## src/rtl/uart_rx_sequencer.sv

```systemverilog
// Oversampled UART receive controller: start-bit validation, mid-bit sampling, parity/stop
// checks and a one-entry valid/ready holding register with per-frame error flags.
module uart_rx_sequencer #(
    parameter int unsigned OVERSAMPLE = 16,
    parameter int unsigned DATA_BITS  = 8,
    parameter bit          PARITY_EN  = 1'b1,
    parameter bit          PARITY_ODD = 1'b0
) (
    input  logic                 rx_clock,
    input  logic                 rx_reset,
    input  logic                 rx_baud_tick,
    input  logic                 rx_in,
    output logic                 rx_shift,
    output logic                 rx_sample,
    output logic [DATA_BITS-1:0] data_out_rx,
    output logic                 rx_valid,
    input  logic                 rx_ready,
    output logic                 rx_parity_bit_error,
    output logic                 stop_bit_error,
    output logic                 rx_overrun,
    output logic                 rx_busy
);

    localparam int unsigned ScW = $clog2(OVERSAMPLE);
    localparam int unsigned BcW = (DATA_BITS > 1) ? $clog2(DATA_BITS) : 1;
    localparam logic [ScW-1:0] ScMid  = ScW'(OVERSAMPLE / 2 - 1);
    localparam logic [ScW-1:0] ScEnd  = ScW'(OVERSAMPLE - 1);
    localparam logic [BcW-1:0] BcLast = BcW'(DATA_BITS - 1);

    typedef enum logic [2:0] {StIdle, StStart, StData, StParity, StStop} state_e;

    state_e               state_q, state_d;
    logic [ScW-1:0]       sc_q, sc_d;
    logic [BcW-1:0]       bc_q, bc_d;
    logic                 sync1_q, sync2_q;
    logic                 armed_q, armed_d;
    logic [DATA_BITS-1:0] shreg_q, shreg_d;
    logic                 frame_perr_q, frame_perr_d;
    logic                 strobe, commit, frame_ferr;
    logic                 line;

    logic                 shift_q, sample_q;
    logic [DATA_BITS-1:0] data_q, data_d;
    logic                 valid_q, valid_d;
    logic                 perr_q, perr_d;
    logic                 ferr_q, ferr_d;
    logic                 overrun_q, overrun_d;
    logic                 hs, load, drop;

    assign line = sync2_q;

    always_comb begin
        state_d      = state_q;
        sc_d         = sc_q;
        bc_d         = bc_q;
        shreg_d      = shreg_q;
        frame_perr_d = frame_perr_q;
        armed_d      = armed_q | line;
        strobe       = 1'b0;
        commit       = 1'b0;
        frame_ferr   = 1'b0;
        case (state_q)
            StIdle: begin
                if (rx_baud_tick && armed_q && !line) begin
                    state_d = StStart;
                    sc_d    = '0;
                end
            end
            StStart: begin
                if (rx_baud_tick) begin
                    if (sc_q == ScMid) begin
                        if (line) begin
                            state_d = StIdle;
                        end else begin
                            state_d = StData;
                            sc_d    = '0;
                            bc_d    = '0;
                        end
                    end else begin
                        sc_d = sc_q + 1'b1;
                    end
                end
            end
            StData: begin
                if (rx_baud_tick) begin
                    if (sc_q == ScEnd) begin
                        strobe        = 1'b1;
                        shreg_d[bc_q] = line;
                        sc_d          = '0;
                        if (bc_q == BcLast) begin
                            state_d = PARITY_EN ? StParity : StStop;
                        end else begin
                            bc_d = bc_q + 1'b1;
                        end
                    end else begin
                        sc_d = sc_q + 1'b1;
                    end
                end
            end
            StParity: begin
                if (rx_baud_tick) begin
                    if (sc_q == ScEnd) begin
                        frame_perr_d = line != (^shreg_q ^ PARITY_ODD);
                        sc_d         = '0;
                        state_d      = StStop;
                    end else begin
                        sc_d = sc_q + 1'b1;
                    end
                end
            end
            StStop: begin
                if (rx_baud_tick) begin
                    if (sc_q == ScEnd) begin
                        commit     = 1'b1;
                        frame_ferr = !line;
                        state_d    = StIdle;
                        // A low stop bit disarms until the line returns high.
                        if (!line) armed_d = 1'b0;
                    end else begin
                        sc_d = sc_q + 1'b1;
                    end
                end
            end
            default: state_d = StIdle;
        endcase
    end

    // Holding register; a same-cycle handshake frees the slot before the commit lands.
    always_comb begin
        hs        = valid_q & rx_ready;
        load      = commit & (!valid_q | hs);
        drop      = commit & valid_q & !hs;
        valid_d   = load ? 1'b1 : (hs ? 1'b0 : valid_q);
        data_d    = load ? shreg_q : data_q;
        perr_d    = load ? frame_perr_q : perr_q;
        ferr_d    = load ? frame_ferr : ferr_q;
        overrun_d = drop ? 1'b1 : (hs ? 1'b0 : overrun_q);
    end

    always_ff @(posedge rx_clock) begin
        if (!rx_reset) begin
            state_q      <= StIdle;
            sc_q         <= '0;
            bc_q         <= '0;
            sync1_q      <= 1'b1;
            sync2_q      <= 1'b1;
            armed_q      <= 1'b1;
            shreg_q      <= '0;
            frame_perr_q <= 1'b0;
            shift_q      <= 1'b0;
            sample_q     <= 1'b0;
            data_q       <= '0;
            valid_q      <= 1'b0;
            perr_q       <= 1'b0;
            ferr_q       <= 1'b0;
            overrun_q    <= 1'b0;
        end else begin
            state_q      <= state_d;
            sc_q         <= sc_d;
            bc_q         <= bc_d;
            sync1_q      <= rx_in;
            sync2_q      <= sync1_q;
            armed_q      <= armed_d;
            shreg_q      <= shreg_d;
            frame_perr_q <= frame_perr_d;
            shift_q      <= strobe;
            if (strobe) sample_q <= line;
            data_q       <= data_d;
            valid_q      <= valid_d;
            perr_q       <= perr_d;
            ferr_q       <= ferr_d;
            overrun_q    <= overrun_d;
        end
    end

    assign rx_shift            = shift_q;
    assign rx_sample           = sample_q;
    assign data_out_rx         = data_q;
    assign rx_valid            = valid_q;
    assign rx_parity_bit_error = perr_q;
    assign stop_bit_error      = ferr_q;
    assign rx_overrun          = overrun_q;
    assign rx_busy             = (state_q != StIdle);

endmodule
```

## config.mk

```make
export PLATFORM = sky130hd
export DESIGN_NAME = uart_rx_sequencer
export DESIGN_NICKNAME = d
export VERILOG_FILES = /design/src/rtl/uart_rx_sequencer.sv
export SDC_FILE = /design/constraint.sdc
export NUM_CORES = 1
export LEC_CHECK = 0
export ABC_AREA = 1
export CORE_MARGIN = 2
export CORE_UTILIZATION = 60
export CTS_CLUSTER_DIAMETER = 60
export CTS_CLUSTER_SIZE = 12
export DETAILED_ROUTE_END_ITERATION = 12
export GPL_ROUTABILITY_DRIVEN = 0
export HOLD_SLACK_MARGIN = 0.08
export PLACE_DENSITY = 0.93
export SYNTH_ARGS = -nofsm -noshare
export SYNTH_HDL_FRONTEND = slang
export SYNTH_SLANG_ARGS = --single-unit
```

## constraint.sdc

```tcl
create_clock -name rx_clock -period 3.89 [get_ports rx_clock]
set_input_delay 0.778 -clock rx_clock [delete_from_list [all_inputs] [get_ports rx_clock]]
set_output_delay 0.778 -clock rx_clock [all_outputs]
set_load 0.02 [all_outputs]
```

==> impl_metrics.json <==
{
  "comb_power_share": 0.223,
  "period_needed_ns": 2.47,
  "finalMaxSlewViolations": 0,
  "hold_depth": 1,
  "gr-usage-all-layers": 0.258,
  "synth.yosys.warnings": 0,
  "cts_buffer_depth": 2,
  "hold_end": "line$_SDFF_PN1_",
  "drc": 0,
  "area_growth_pct": 13.7,
  "drive_above_1_share": 0.105,
  "fillers": 244,
  "hpwl_um": 2910,
  "die_area_um2": 3530,
  "finalInstanceArea_um2": 2090,
  "antenna_cells": 0,
  "leakage_nw": 0.870,
  "ctsHtreeMaxLevel": 2,
  "synth_cell_types": 20,
  "pwr-share-clk": 0.262,
  "tns_ns": 0,
  "max-slew-margin-rel": 0.575,
  "drt-vias-per-instance": 5.41,
  "placed_area_um2": 2030,
  "die_y_um": 59.4,
  "vias": 1773,
  "maxCapViolCount": 0,
  "syn-cell-area_um2": 1840,
  "holdWs_ns": 0.439,
  "finalSetupViolCount": 0,
  "rows": 20,
  "core_area_um2": 2980,
  "regArea_um2": 721,
  "wl_um": 3990,
  "synth_area_leaders": "dfxtp_1 (39%), nand2_1 (15%), a21oi_1 (7.3%)",
  "die_x_um": 59.4,
  "overflow": 0,
  "cp-end-kind": "output port",
  "cp_data_arrival_time_ns": 1.69,
  "grt_pass1_vias": 1596,
  "dp_cells": 320,
  "cts_inserted_buffers": 5,
  "period_share": 0.634,
  "r2r_start": "sc_q[0]$_SDFFE_PN0P_",
  "hold_violations": 0,
  "ys_async_sr_fraction": 0,
  "io_buffers": 19,
  "status": "complete, no violations",
  "r2r_slack_ns": 2.05,
  "hold_path_class": "reg2reg",
  "synth.avg_cell_area_um2": 6.72,
  "p_per_area_nw_per_um2": 383,
  "drtIter0Drc": 88,
  "drt_pass1_iterations": 4,
  "clkSlewWorstSetupHoldPaths_ns": 0.11,
  "hold_buffers": 0,
  "peakVddDrop_v": 0.000336,
  "p_sw_mw": 0.267,
  "startpoint_type": "register",
  "setup_ws_ns": 1.42,
  "ys_seq_elements": 36,
  "fmax_mhz": 405,
  "synth.top_cell.area_share": 0.392,
  "pin_count": 20,
  "worstMarginPinSlew_ns": 0.637,
  "synth_top_area_cell": "dfxtp_1",
  "ys_seq_area_frac": 0.392,
  "p_int_mw": 0.535,
  "worstReg2RegEnd": "stop_bit_error$_SDFFE_PN0P_",
  "switching_share": 0.333,
  "grt_start_max_net_pins": 21,
  "synth_edf_count": 0,
  "rsz0062_at_grt": "no",
  "cts_root_buf": "clkbuf_4",
  "antenna_left": 0,
  "clk_latency_ns": 0.34,
  "multi_input_area_um2": 947,
  "antenna_found_initial": 0,
  "cts_resized": 0,
  "initial_core_util": 0.618,
  "critical_path_required_ns": 3.11,
  "final_cells": 328,
  "syn_inst": 274,
  "wl_per_cell_um": 12.2,
  "crit_path_max_fanout": 7,
  "syn_nets": 282,
  "hp-start": "sync1_q$_SDFF_PN1_",
  "place_ws_ns": 1.48,
  "path_class": "reg2out",
  "skew_ns": 0.00806,
  "power_frac_seq": 0.515,
  "synthFlopType": "dfxtp_1",
  "final_nets": 302,
  "post_cts_buffers": 0,
  "rr_worst_depth": 8,
  "grt_pass1_wl_um": 6770,
  "clock-sinks": 36,
  "cts_tree": "done"
}
routing by layer:
layer,GRT usage,vias to the layer above,wire length [um]
li1,-,905,-
met3,0.0764,10,240
met1,0.327,809,1770
met2,0.396,49,1890
met5,0,-,0
met4,0.133,0,89
cell usage after synthesis, types with 4 or more instances:
library cell / instances
clkbuf_1: 4
dfxtp_1: 36
nand2_2: 4
nor2_4: 4
a21oi_1: 27
o21ai_0: 14
nand2_1: 73
inv_2: 4
nand3_1: 23
inv_1: 29
nor2_1: 33
nor2_2: 5
placed cells by master, fill, tap and decap left out, types with 2 or more instances in the layout:
master	n
a21oi_1	27
nor2_4	4
inv_1	29
clkbuf_4	5
or2_2	2
nand2_1	73
nor2_1	33
nand3_2	3
xnor2_1	2
dfxtp_1	36
nand2_2	4
o21ai_0	14
clkdlybuf4s50_1	19
ha_1	3
nand3_1	23
o21ai_1	3
nor2_2	5
clkinv_2	2
inv_2	4
worst max-delay path: stages, from the launching register on:
cell and delay (ns):
dfxtp_1 0.55, nor2_2 0.13, nand2_1 0.08, clkdlybuf4s50_1 0.59
flip-flops by register name (all words and copies together) (netlist names):
register	cells
stop_bit_error	1
bc_q	3
state_q	3
rx_sample	1
rx_shift	1
sc_q	4
armed_q	1
shreg_q	8
data_out_rx	8
rx_parity_bit_error	1
line	1
sync1_q	1
frame_perr_q	1
rx_overrun	1
rx_valid	1
power by group through the flow:
| stage | sequential [mW] | clock (mW) | combinational [mW] |
|---|---|---|---|
| 2_1_floorplan | 0.414 | 0 | 0.141 |
| 3_3_place_gp | 0.421 | 0 | 0.172 |
| 3_5_place_dp | 0.421 | 0 | 0.177 |
| 4_1_cts | 0.413 | 0.213 | 0.178 |
| 5_1_grt | 0.418 | 0.233 | 0.207 |
| 6_report | 0.413 | 0.210 | 0.179 |
worst max path at each step:
| stage | start | cells after the start | endpoint |
|---|---|---|---|
| 2_1_floorplan | rx_baud_tick | 8 | data_out_rx[0]$_SDFFE_PN0P_ |
| 5_1_grt | state_q[0]$_SDFFE_PN0P_ | 3 | rx_busy |
| 3_5_place_dp | rx_baud_tick | 8 | stop_bit_error$_SDFFE_PN0P_ |
| 3_3_place_gp | rx_baud_tick | 8 | stop_bit_error$_SDFFE_PN0P_ |
| 6_report | state_q[0]$_SDFFE_PN0P_ | 3 | rx_busy |
| 4_1_cts | state_q[0]$_SDFFE_PN0P_ | 3 | rx_busy |
area by class of cell:
class,count,share of cell area
Multi-Input combinational cell,198,0.453
Sequential cell,36,0.344
Timing Repair Buffer,20,0.0945
Inverter,33,0.0592
Clock buffer,6,0.0245
Tap cell,33,0.0197
Clock inverter,2,0.00478
kinds of logic after synthesis:
kind of cell,share of synthesized area
AOI/OAI and AO/OA,0.120
xor gates and xnor gates,0.0143
adders and majority gates,0.0204
buffers and inverters,0.0938
DFF,0.392
and+or+nand+nor,0.360
stage by stage:
step	power [mW]	util
final	0.802	0.703
after global placement	0.592	0.682
after global routing	0.858	0.703
after floorplan	0.555	-
after detailed placement	0.598	0.682
after CTS	0.804	0.703
(Power assumes the default switching activity.)
